File: src/rtl/wbu.sv
// wbu: write-back and PC-update unit for the NPC core.
// Takes one resolved instruction at a time from execute, runs any load/store
// on the data-memory port, writes the register file and hands the next PC to
// fetch. It is the sole owner of the architectural PC.
module wbu #(
  parameter logic [31:0] RESET_PC = 32'h8000_0000
) (
  input  logic        clk,
  input  logic        rst,
  input  logic        ex_valid,
  output logic        ex_ready,
  input  logic [31:0] ex_pc,
  input  logic [31:0] ex_alu_result,
  input  logic        ex_branch_taken,
  input  logic [31:0] ex_branch_target,
  input  logic [4:0]  ex_rd,
  input  logic        ex_reg_wen,
  input  logic        ex_link,
  input  logic        ex_mem_ren,
  input  logic        ex_mem_wen,
  input  logic [1:0]  ex_mem_size,
  input  logic        ex_mem_unsigned,
  input  logic [31:0] ex_store_data,
  output logic        mem_req_valid,
  input  logic        mem_req_ready,
  output logic [31:0] mem_req_addr,
  output logic        mem_req_wen,
  output logic [31:0] mem_req_wdata,
  output logic [3:0]  mem_req_wstrb,
  input  logic        mem_resp_valid,
  input  logic [31:0] mem_resp_rdata,
  output logic        rf_wen,
  output logic [4:0]  rf_waddr,
  output logic [31:0] rf_wdata,
  output logic [31:0] pc,
  output logic        pc_valid,
  input  logic        pc_ready,
  output logic        misalign
);

  typedef enum logic [2:0] {NOTIFY, IDLE, REQ, RESP, COMMIT} state_t;

  state_t      state;
  logic [31:0] ex_pc_p1, alu_p1, tgt_p1, sdata_p1, ld_data_p1;
  logic        taken_p1, link_p1, reg_wen_p1, ren_p1, swen_p1, uns_p1, mis_p1;
  logic [1:0]  size_p1;
  logic [4:0]  rd_p1;
  logic        mis_now;
  logic        commit;

  // Shift the addressed lane down, then sign- or zero-extend byte/half.
  function automatic logic [31:0] load_extract(input logic [31:0] rdata,
                                               input logic [1:0]  off,
                                               input logic [1:0]  size,
                                               input logic        uns);
    logic [31:0]        sh;
    logic signed [7:0]  b;
    logic signed [15:0] h;
    sh = rdata >> {off, 3'b000};
    b  = sh[7:0];
    h  = sh[15:0];
    case (size)
      2'd0:    load_extract = uns ? {24'b0, b} : {{24{b[7]}}, b};
      2'd1:    load_extract = uns ? {16'b0, h} : {{16{h[15]}}, h};
      default: load_extract = rdata;
    endcase
  endfunction

  // Replicate the store value across every lane it could land in.
  function automatic logic [31:0] store_lanes(input logic [31:0] d,
                                              input logic [1:0]  size);
    case (size)
      2'd0:    store_lanes = {4{d[7:0]}};
      2'd1:    store_lanes = {2{d[15:0]}};
      default: store_lanes = d;
    endcase
  endfunction

  // Byte enables for the addressed lane(s).
  function automatic logic [3:0] store_strb(input logic [1:0] off,
                                            input logic [1:0] size);
    case (size)
      2'd0:    store_strb = 4'b0001 << off;
      2'd1:    store_strb = off[1] ? 4'b1100 : 4'b0011;
      default: store_strb = 4'b1111;
    endcase
  endfunction

  // Alignment check on the incoming instruction; bytes are always aligned.
  always_comb begin
    mis_now = (ex_mem_ren || ex_mem_wen) &&
              (((ex_mem_size == 2'd1) && ex_alu_result[0]) ||
               (ex_mem_size[1] && (ex_alu_result[1:0] != 2'b00)));
  end

  // Moore outputs decoded from state and the latched instruction.
  always_comb begin
    commit        = (state == COMMIT);
    ex_ready      = (state == IDLE);
    pc_valid      = (state == NOTIFY);
    mem_req_valid = (state == REQ);
    mem_req_addr  = {alu_p1[31:2], 2'b00};
    mem_req_wen   = swen_p1;
    mem_req_wdata = store_lanes(sdata_p1, size_p1);
    mem_req_wstrb = swen_p1 ? store_strb(alu_p1[1:0], size_p1) : 4'b0000;
    rf_wen        = commit && reg_wen_p1 && (rd_p1 != 5'd0) && !mis_p1;
    misalign      = commit && mis_p1;
    rf_waddr      = commit ? rd_p1 : 5'd0;
    rf_wdata      = 32'd0;
    if (commit) begin
      if (link_p1)     rf_wdata = ex_pc_p1 + 32'd4;
      else if (ren_p1) rf_wdata = ld_data_p1;
      else             rf_wdata = alu_p1;
    end
  end

  // Control FSM and architectural PC.
  always_ff @(posedge clk) begin
    if (rst) begin
      state <= NOTIFY;
      pc    <= RESET_PC;
    end else begin
      case (state)
        NOTIFY: if (pc_ready) state <= IDLE;
        IDLE: begin
          if (ex_valid) begin
            if (mis_now)                        state <= COMMIT;
            else if (ex_mem_ren || ex_mem_wen)  state <= REQ;
            else                                state <= COMMIT;
          end
        end
        REQ:    if (mem_req_ready) state <= swen_p1 ? COMMIT : RESP;
        RESP:   if (mem_resp_valid) state <= COMMIT;
        COMMIT: begin
          pc    <= taken_p1 ? tgt_p1 : ex_pc_p1 + 32'd4;
          state <= NOTIFY;
        end
        default: state <= NOTIFY;
      endcase
    end
  end

  // Stage p1: capture the accepted instruction and the extracted load data.
  always_ff @(posedge clk) begin
    if ((state == IDLE) && ex_valid) begin
      ex_pc_p1   <= ex_pc;
      alu_p1     <= ex_alu_result;
      tgt_p1     <= ex_branch_target;
      sdata_p1   <= ex_store_data;
      taken_p1   <= ex_branch_taken;
      link_p1    <= ex_link;
      reg_wen_p1 <= ex_reg_wen;
      ren_p1     <= ex_mem_ren;
      swen_p1    <= ex_mem_wen;
      uns_p1     <= ex_mem_unsigned;
      size_p1    <= ex_mem_size;
      rd_p1      <= ex_rd;
      mis_p1     <= mis_now;
    end
    if ((state == RESP) && mem_resp_valid)
      ld_data_p1 <= load_extract(mem_resp_rdata, alu_p1[1:0], size_p1, uns_p1);
  end

endmodule

File: config.mk
export PLATFORM = sky130hd
export DESIGN_NAME = wbu
export DESIGN_NICKNAME = d
export VERILOG_FILES = /design/src/rtl/wbu.sv
export SDC_FILE = /design/constraint.sdc
export NUM_CORES = 1
export LEC_CHECK = 0
export BUFFER_PORTS_ARGS = -buffer_cell sky130_fd_sc_hd__buf_2
export CORE_ASPECT_RATIO = 1.2
export CORE_UTILIZATION = 30
export CTS_CLUSTER_DIAMETER = 50
export DETAILED_ROUTE_END_ITERATION = 12
export GPL_TIMING_DRIVEN = 0
export PLACE_DENSITY = 0.49
export SLEW_MARGIN = 40
export SYNTH_ARGS = -nofsm -noshare
export SYNTH_HDL_FRONTEND = slang
export SYNTH_SLANG_ARGS = --single-unit
export TNS_END_PERCENT = 10
File: constraint.sdc
create_clock -name clk -period 6.8 [get_ports clk]
set_input_delay 1.36 -clock clk [delete_from_list [all_inputs] [get_ports clk]]
set_output_delay 1.36 -clock clk [all_outputs]
set_load 0.005 [all_outputs]
Word-level counts from Yosys, hierarchy flattened

Cells that the tools add are included.

Reductions and logical operators: 17
Shift-type cells: 2
Multiplexer cells: 20
$add $sub $neg: 1
Eq/ne operators: 10

Operator list:

| operator                                                                | count |
|---|---|
| 32-bit 2-to-1 mux                                                       | 6 |
| 32-bit one-hot mux with 2 select lines                                  | 2 |
| 32-bit by 3-bit adder with 32-bit output, second input constant         | 1 |
| 32-bit by 5-bit >> shifter with 16-bit output                           | 1 |
| 3-bit 2-to-1 mux                                                        | 7 |
| 3-bit one-hot mux with 4 select lines                                   | 1 |
| 1-bit logical AND                                                       | 9 |
| 4-bit 2-to-1 mux                                                        | 2 |
| 4-bit one-hot mux with 2 select lines                                   | 1 |
| 3-bit by 2-bit == test with 1-bit output, second input constant         | 2 |
| 5-bit 2-to-1 mux                                                        | 1 |
| 5-bit nonzero test                                                      | 1 |
| 2-bit by 1-bit == test with 1-bit output, second input constant         | 2 |
| 2-bit by 1-bit inequality test with 1-bit output, second input constant | 2 |
| 2-bit inequality test, second input constant                            | 2 |
| 4-bit AND reduction                                                     | 1 |
| 1-bit by 2-bit left shift with 4-bit output, first input constant       | 1 |
| 3-bit by 1-bit == test with 1-bit output, second input constant         | 1 |
| 3-bit == test, second input constant                                    | 1 |
| 3-bit zero test                                                         | 1 |
| 2-bit zero test                                                         | 1 |
| 1-bit logical OR                                                        | 2 |
| 2-bit nonzero test                                                      | 1 |
| 1-bit zero test                                                         | 1 |

Output and inout bits: 143
Logic and storage cells: 66
Flip-flop bits (word level): 209
Input port bits: 179

Logic depth before layout (Yosys ltp)

Depth after elaboration: 7
Mapped depth: 7
Gate-level depth less buffers: 6

Worst setup path before layout

OpenSTA, ideal clock, no wires.

Kind: in2reg
Start: input port ex_valid
End: register alu_p1[0], enable pin
Required time: 6.281 ns
Library setup time: 0.519 ns
Cell stages on the path: 1
Arrival time: 4.605 ns
Buffers on the path: 0
Setup slack: 1.676 ns
Cell sequence: and2_1

Longest elaborated chain between the ends: 1

Ends and longest elaborated chain:

| element              | RTL line | RTL |
|---|---|---|
| from (decl)          | 10       | `input logic ex_valid,` |
| 1-bit logical AND    | 145      | `if ((state == IDLE) && ex_valid) begin` |
| to (signal assigned) | 147      | `alu_p1 <= ex_alu_result;` |
| to (decl)            | 44       | `logic [31:0] ex_pc_p1, alu_p1, tgt_p1, sdata_p1, ld_data_p1;` |

No other way between the ends.
A chain may end at the register's enable or synchronous reset.

Final worst setup path

Start: register state[0]
End: output port rf_wdata[22]

Longest elaborated chain between the ends: 2

Ends and longest elaborated chain:

| element                | RTL line | RTL |
|---|---|---|
| from (decl)            | 43       | `state_t state;` |
| from (signal assigned) | 132      | `REQ: if (mem_req_ready) state <= swen_p1 ? COMMIT : RESP;` |
| 3-bit == test          | 98       | `commit = (state == COMMIT);` |
| 32-bit 2-to-1 mux      | 110      | `if (commit) begin` |
| to (decl)              | 34       | `output logic [31:0] rf_wdata,` |

No other way between the ends.

==> results <==
- The combinational fraction of design power is 0.162.
- Measured along the x axis, the die boundary spans 167 µm.
- At the end of the flow, the number of nets in the layout was 1,359.
- The tool flagged a number of max-cap violations equal to 0.
- The endpoint identified for the worst register-to-register timing path is pc[1]$_SDFFE_PP0N_.
- The kind of capture point of the worst setup path is a primary output.
- The number of gates resized after cts is 0.
- The first detailed-routing pass took 5 iterations.
- In the synthesized netlist, the number of instances is 823.
- The cell occurring most often along the worst timing path is sky130_fd_sc_hd__clkbuf_1.
- The largest net degree at the start of global routing is 39.
- The number of clock sinks is 209.
- The largest fanout on the critical path is 10.
- At the pin with the least slew margin, the transition time is 724 ps.
- No sink is reached through more buffers than the 3 on the longest clock path.
- Broken down by cell family, the worst path's largest delay share belongs to buffers and inverters.
- The synthesis-to-layout area growth is 33.1%.
- The warning count from the yosys run is 0.
- After synthesis, the mean cell area works out to 11.9 µm².
- The post-cts hold buffer count is 0.
- Of the total power, the share spent switching nets is 0.277.
- In the final layout, the share of cells above drive strength 1 is 0.387.
- The commonest register cell after synthesis is sky130_fd_sc_hd__edfxtp_1.
- Setup repair after global routing left no endpoint under its margin.
- On the critical path, the stage with the largest delay is an instance of sky130_fd_sc_hd__clkbuf_1.
- The final number of setup-violating endpoints is 0.
- Yosys mapped a number of flops with a built-in enable equal to 174.
- Summing all non-filler instances in the final layout gives an area of between 0.01 and 0.015 mm².
- The critical path starts at state[0]$_SDFFE_PP0P_.
- The total setup buffers inserted after CTS is 0.
- The end of the critical path is rf_wdata[22].
- Of all flip-flops after synthesis, the portion carrying an async set or reset was 0.
- The number of buffers and inverters on the critical path is 4.
- The number of cells on the worst reg-to-reg path is 7.
- After detailed routing, the number of vias per cell comes to 4.92.
- At the worst endpoint, the arrival time is 3250 ps.
- The classification of the worst setup path is reg2out.
- The worst setup path is launched from a flop.
- After detailed routing, the number of remaining DRC violations is 0.
- Traced cell by cell, the critical path runs through clkbuf_1, nor2_1, and2_1, clkbuf_1, clkbuf_1, o21ai_0, a21oi_1, buf_2.
- The analysis attributes to net switching a power of 0.00105 W.
- In this run the register-to-register setup slack is 4270 ps.
- The count of nets left with antenna violations after detail routing is 0.
- The routed design has 34.5 mm of wire.
- Dividing total power by cell area gives a power density of 292 mW/mm².
- At the end of the flow the core is filled with cells to 0.406.
- The critical path crosses 8 cells after its start point.
- The proportion of power drawn by flip-flops and latches is 0.419.
- The count of final max-slew check failures is 0.
- The global routing usage summed across all routing layers is 0.202.
- The path class of the tightest hold or removal check is reg2reg.
- In this run the number of H-tree levels came out at 1.
- The die height is 200 µm.
- The first global-routing pass estimated 49.5 mm of wire.
- The share of total power dissipated in the clock network is 0.419.
- The placed instance area is 0.0120 mm².
- The register clock-pin slew on the reported worst setup and hold paths is 50 ps.
- In this run, CTS created clock tree buffers numbering 30.
- The total global routing overflow is 0.
- The sequential share of the synthesized area is 0.605.
- The post-layout minimum cycle time is 4610 ps.
- The headroom to the max-slew limit is 0.514.
- The count of input and output buffers is between 300 and 400.
- The number of antenna violations at the first check in global routing came to 6.
- The post-synthesis register bit count is 209.
- The post-synthesis instance area is 0.00980 mm².
- Summing over every cut layer, the via total after detailed routing is 7,934.
- The routability congestion estimate from global placement is between 0.8 and 0.9.
- The half-perimeter wire length after detailed placement is 26.7 mm.
- TritonCTS built the clock tree.
- The clock arrives with 12.9 ps of skew.
- Dividing the final minimum period by the clock period gives 0.678.
- The count of cell types in the netlist is 57.
- The analysis attributes to cell leakage a power of 5.30 nW.
- IR analysis of the VDD net gives a maximum drop of about 190 µV.
- For this configuration, the core starts out at a cell density of 0.305.
- The worst stage delay on the critical path is 600 ps.
- In this run the clock root is driven by a sky130_fd_sc_hd__clkbuf_16.
- In the final routed layout, each cell accounts on average for 21.4 µm.
- Data on the critical path is required at its endpoint by 5440 ps.
- The starting DRC count in detailed routing is 519.
- The number of hold violations in the final report came to 0.
- The die outline area is 0.0334 mm².
- The number of standard-cell rows in the floorplan is 72.
- The number of placed I/O pins is 322.
- The internal power consumption is 0.00275 W.
- For this run, the top clock speed supported by timing is 217 MHz.
- The core region is ~0.032 mm².
- The clock network latency to the later pin of the worst-skew pair is roughly 560 ps.
- The run finished with clean final reports.
- The worst register-to-register path begins at state[0]$_SDFFE_PP0P_.
- The number of global-route vias before repair was 7,874.
cells by family (layout without fill, tap and decap cells):
family / Yosys count / count (layout) / share of synthesized area
other: 1 / 4 / 0.000383
xor gates and xnor gates: 22 / 22 / 0.0197
and+or+nand+nor: 223 / 223 / 0.117
AOI/OAI and AO/OA: 196 / 196 / 0.131
adders and majority gates: 1 / 1 / 0.00128
buffers and inverters: 114 / 493 / 0.0628
DFF: 209 / 209 / 0.605
muxes: 57 / 57 / 0.0633
power by group through the flow:
stage	registers [W]	logic, W	clock network [W]
after floorplan	0.00161	0.000336	0
after global placement	0.00165	0.000603	0
after detailed placement	0.00162	0.000619	0
after CTS	0.00160	0.000623	0.00164
after global routing	0.00161	0.000675	0.00168
final	0.00159	0.000615	0.00159
through the flow:
step	power (W)	hold slack (ps)	instances	setup TNS, ps	setup slack [ps]
after floorplan	0.00195	448	824	0	1680
after global placement	0.00225	441	1550	-28710	-217
after detailed placement	0.00224	451	1554	0	2770
after CTS	0.00386	459	1610	0	2160
after global routing	0.00397	468	1611	0	1920
final	0.00380	457	1612	0	2190
area by class of cell:
class	instances	area [µm²]
diodes	2	5.00
plain buffers	94	542
clock buffers	35	791
clock inverters	21	240
fillers	3128	19100
inverters	20	75.1
multi-input cells	501	3270
flip-flops and latches	209	5930
well taps	407	509
repair buffers	323	1680
registers in the layout (all words and copies together), names as in the netlist:
signal and flops:
alu_p1 32, ex_pc_p1 32, ld_data_p1 32, pc 32
sdata_p1 32, tgt_p1 32, rd_p1 5, state 3
size_p1 2, link_p1 1, mem_req_wen 1, mis_p1 1
reg_wen_p1 1, ren_p1 1, taken_p1 1, uns_p1 1
cell usage after synthesis (4+ instances only):
cell type                  count  area share
sky130_fd_sc_hd__a221oi_1      5      0.0045
sky130_fd_sc_hd__o22ai_1      13      0.0083
sky130_fd_sc_hd__inv_1        18      0.0069
sky130_fd_sc_hd__dfxtp_1      35       0.072
sky130_fd_sc_hd__buf_4        41       0.031
sky130_fd_sc_hd__a211oi_1     36       0.028
sky130_fd_sc_hd__mux2_2       30       0.034
sky130_fd_sc_hd__nand4_1      13      0.0083
sky130_fd_sc_hd__a21o_1       20       0.015
sky130_fd_sc_hd__a222oi_1      5      0.0051
sky130_fd_sc_hd__nand2b_1      7      0.0045
sky130_fd_sc_hd__a21boi_0      4      0.0031
sky130_fd_sc_hd__edfxtp_1    174        0.53
sky130_fd_sc_hd__o21ai_0      43       0.022
sky130_fd_sc_hd__nor3_1       22       0.011
sky130_fd_sc_hd__a21oi_1      39       0.020
sky130_fd_sc_hd__xnor2_1      16       0.014
sky130_fd_sc_hd__xor2_1        6      0.0054
sky130_fd_sc_hd__a31oi_1       9      0.0057
sky130_fd_sc_hd__nor2_1       47       0.018
sky130_fd_sc_hd__buf_1         5      0.0019
sky130_fd_sc_hd__nor4_1        9      0.0057
sky130_fd_sc_hd__nor2b_1      19       0.012
sky130_fd_sc_hd__nand2_1      53       0.020
sky130_fd_sc_hd__mux2i_1      26       0.027
sky130_fd_sc_hd__o21a_1        6      0.0046
sky130_fd_sc_hd__and3_1       17       0.011
sky130_fd_sc_hd__nand3_1      16      0.0082
sky130_fd_sc_hd__clkbuf_1     43       0.016
sky130_fd_sc_hd__buf_2         4      0.0020
layout by cell type (no fill, tap or decap), drive strengths merged, types with 6 or more instances in the layout:
cell | netlist | final
and3 | 19 | 19
xor2 | 6 | 6
nor4 | 12 | 12
nor2b | 19 | 19
o22ai | 13 | 13
clkinv | 2 | 8
clkbuf | 43 | 78
nand4 | 13 | 13
nor3 | 22 | 22
a21oi | 39 | 39
buf | 50 | 373
mux2 | 30 | 30
nand2 | 53 | 53
a21o | 20 | 20
inv | 18 | 26
dfxtp | 35 | 35
mux2i | 26 | 26
nand2b | 7 | 7
nand3 | 17 | 17
a211oi | 37 | 37
o21a | 6 | 6
xnor2 | 16 | 16
edfxtp | 174 | 174
a31oi | 9 | 9
nor2 | 47 | 47
o21ai | 43 | 43
tightest hold or removal path, cell delays in order (launching register included):
cell and delay [ps]:
sky130_fd_sc_hd__dfxtp_1 310, sky130_fd_sc_hd__nand2_1 50, sky130_fd_sc_hd__a21oi_1 50
metal layers:
layer / vias up / part of all wire / global-route usage
li1: 3787 / - / -
met1: 3725 / 0.40 / 0.236
met2: 340 / 0.49 / 0.355
met3: 74 / 0.076 / 0.0493
met4: 8 / 0.036 / 0.0837
met5: - / 0.0011 / 0
how the worst min path moves through the flow:
stage,slack [ps],to,from,cells past startpoint
global placement,440,pc[4]$_SDFFE_PP0N_,pc[4]$_SDFFE_PP0N_,2
detailed placement,450,pc[4]$_SDFFE_PP0N_,pc[4]$_SDFFE_PP0N_,2
floorplan,450,pc[7]$_SDFFE_PP0N_,pc[7]$_SDFFE_PP0N_,2
CTS,460,pc[4]$_SDFFE_PP0N_,pc[4]$_SDFFE_PP0N_,2
finish,460,pc[4]$_SDFFE_PP0N_,pc[4]$_SDFFE_PP0N_,2
global route,470,pc[4]$_SDFFE_PP0N_,pc[4]$_SDFFE_PP0N_,2
No activity file was read; power rests on OpenSTA's default activity.
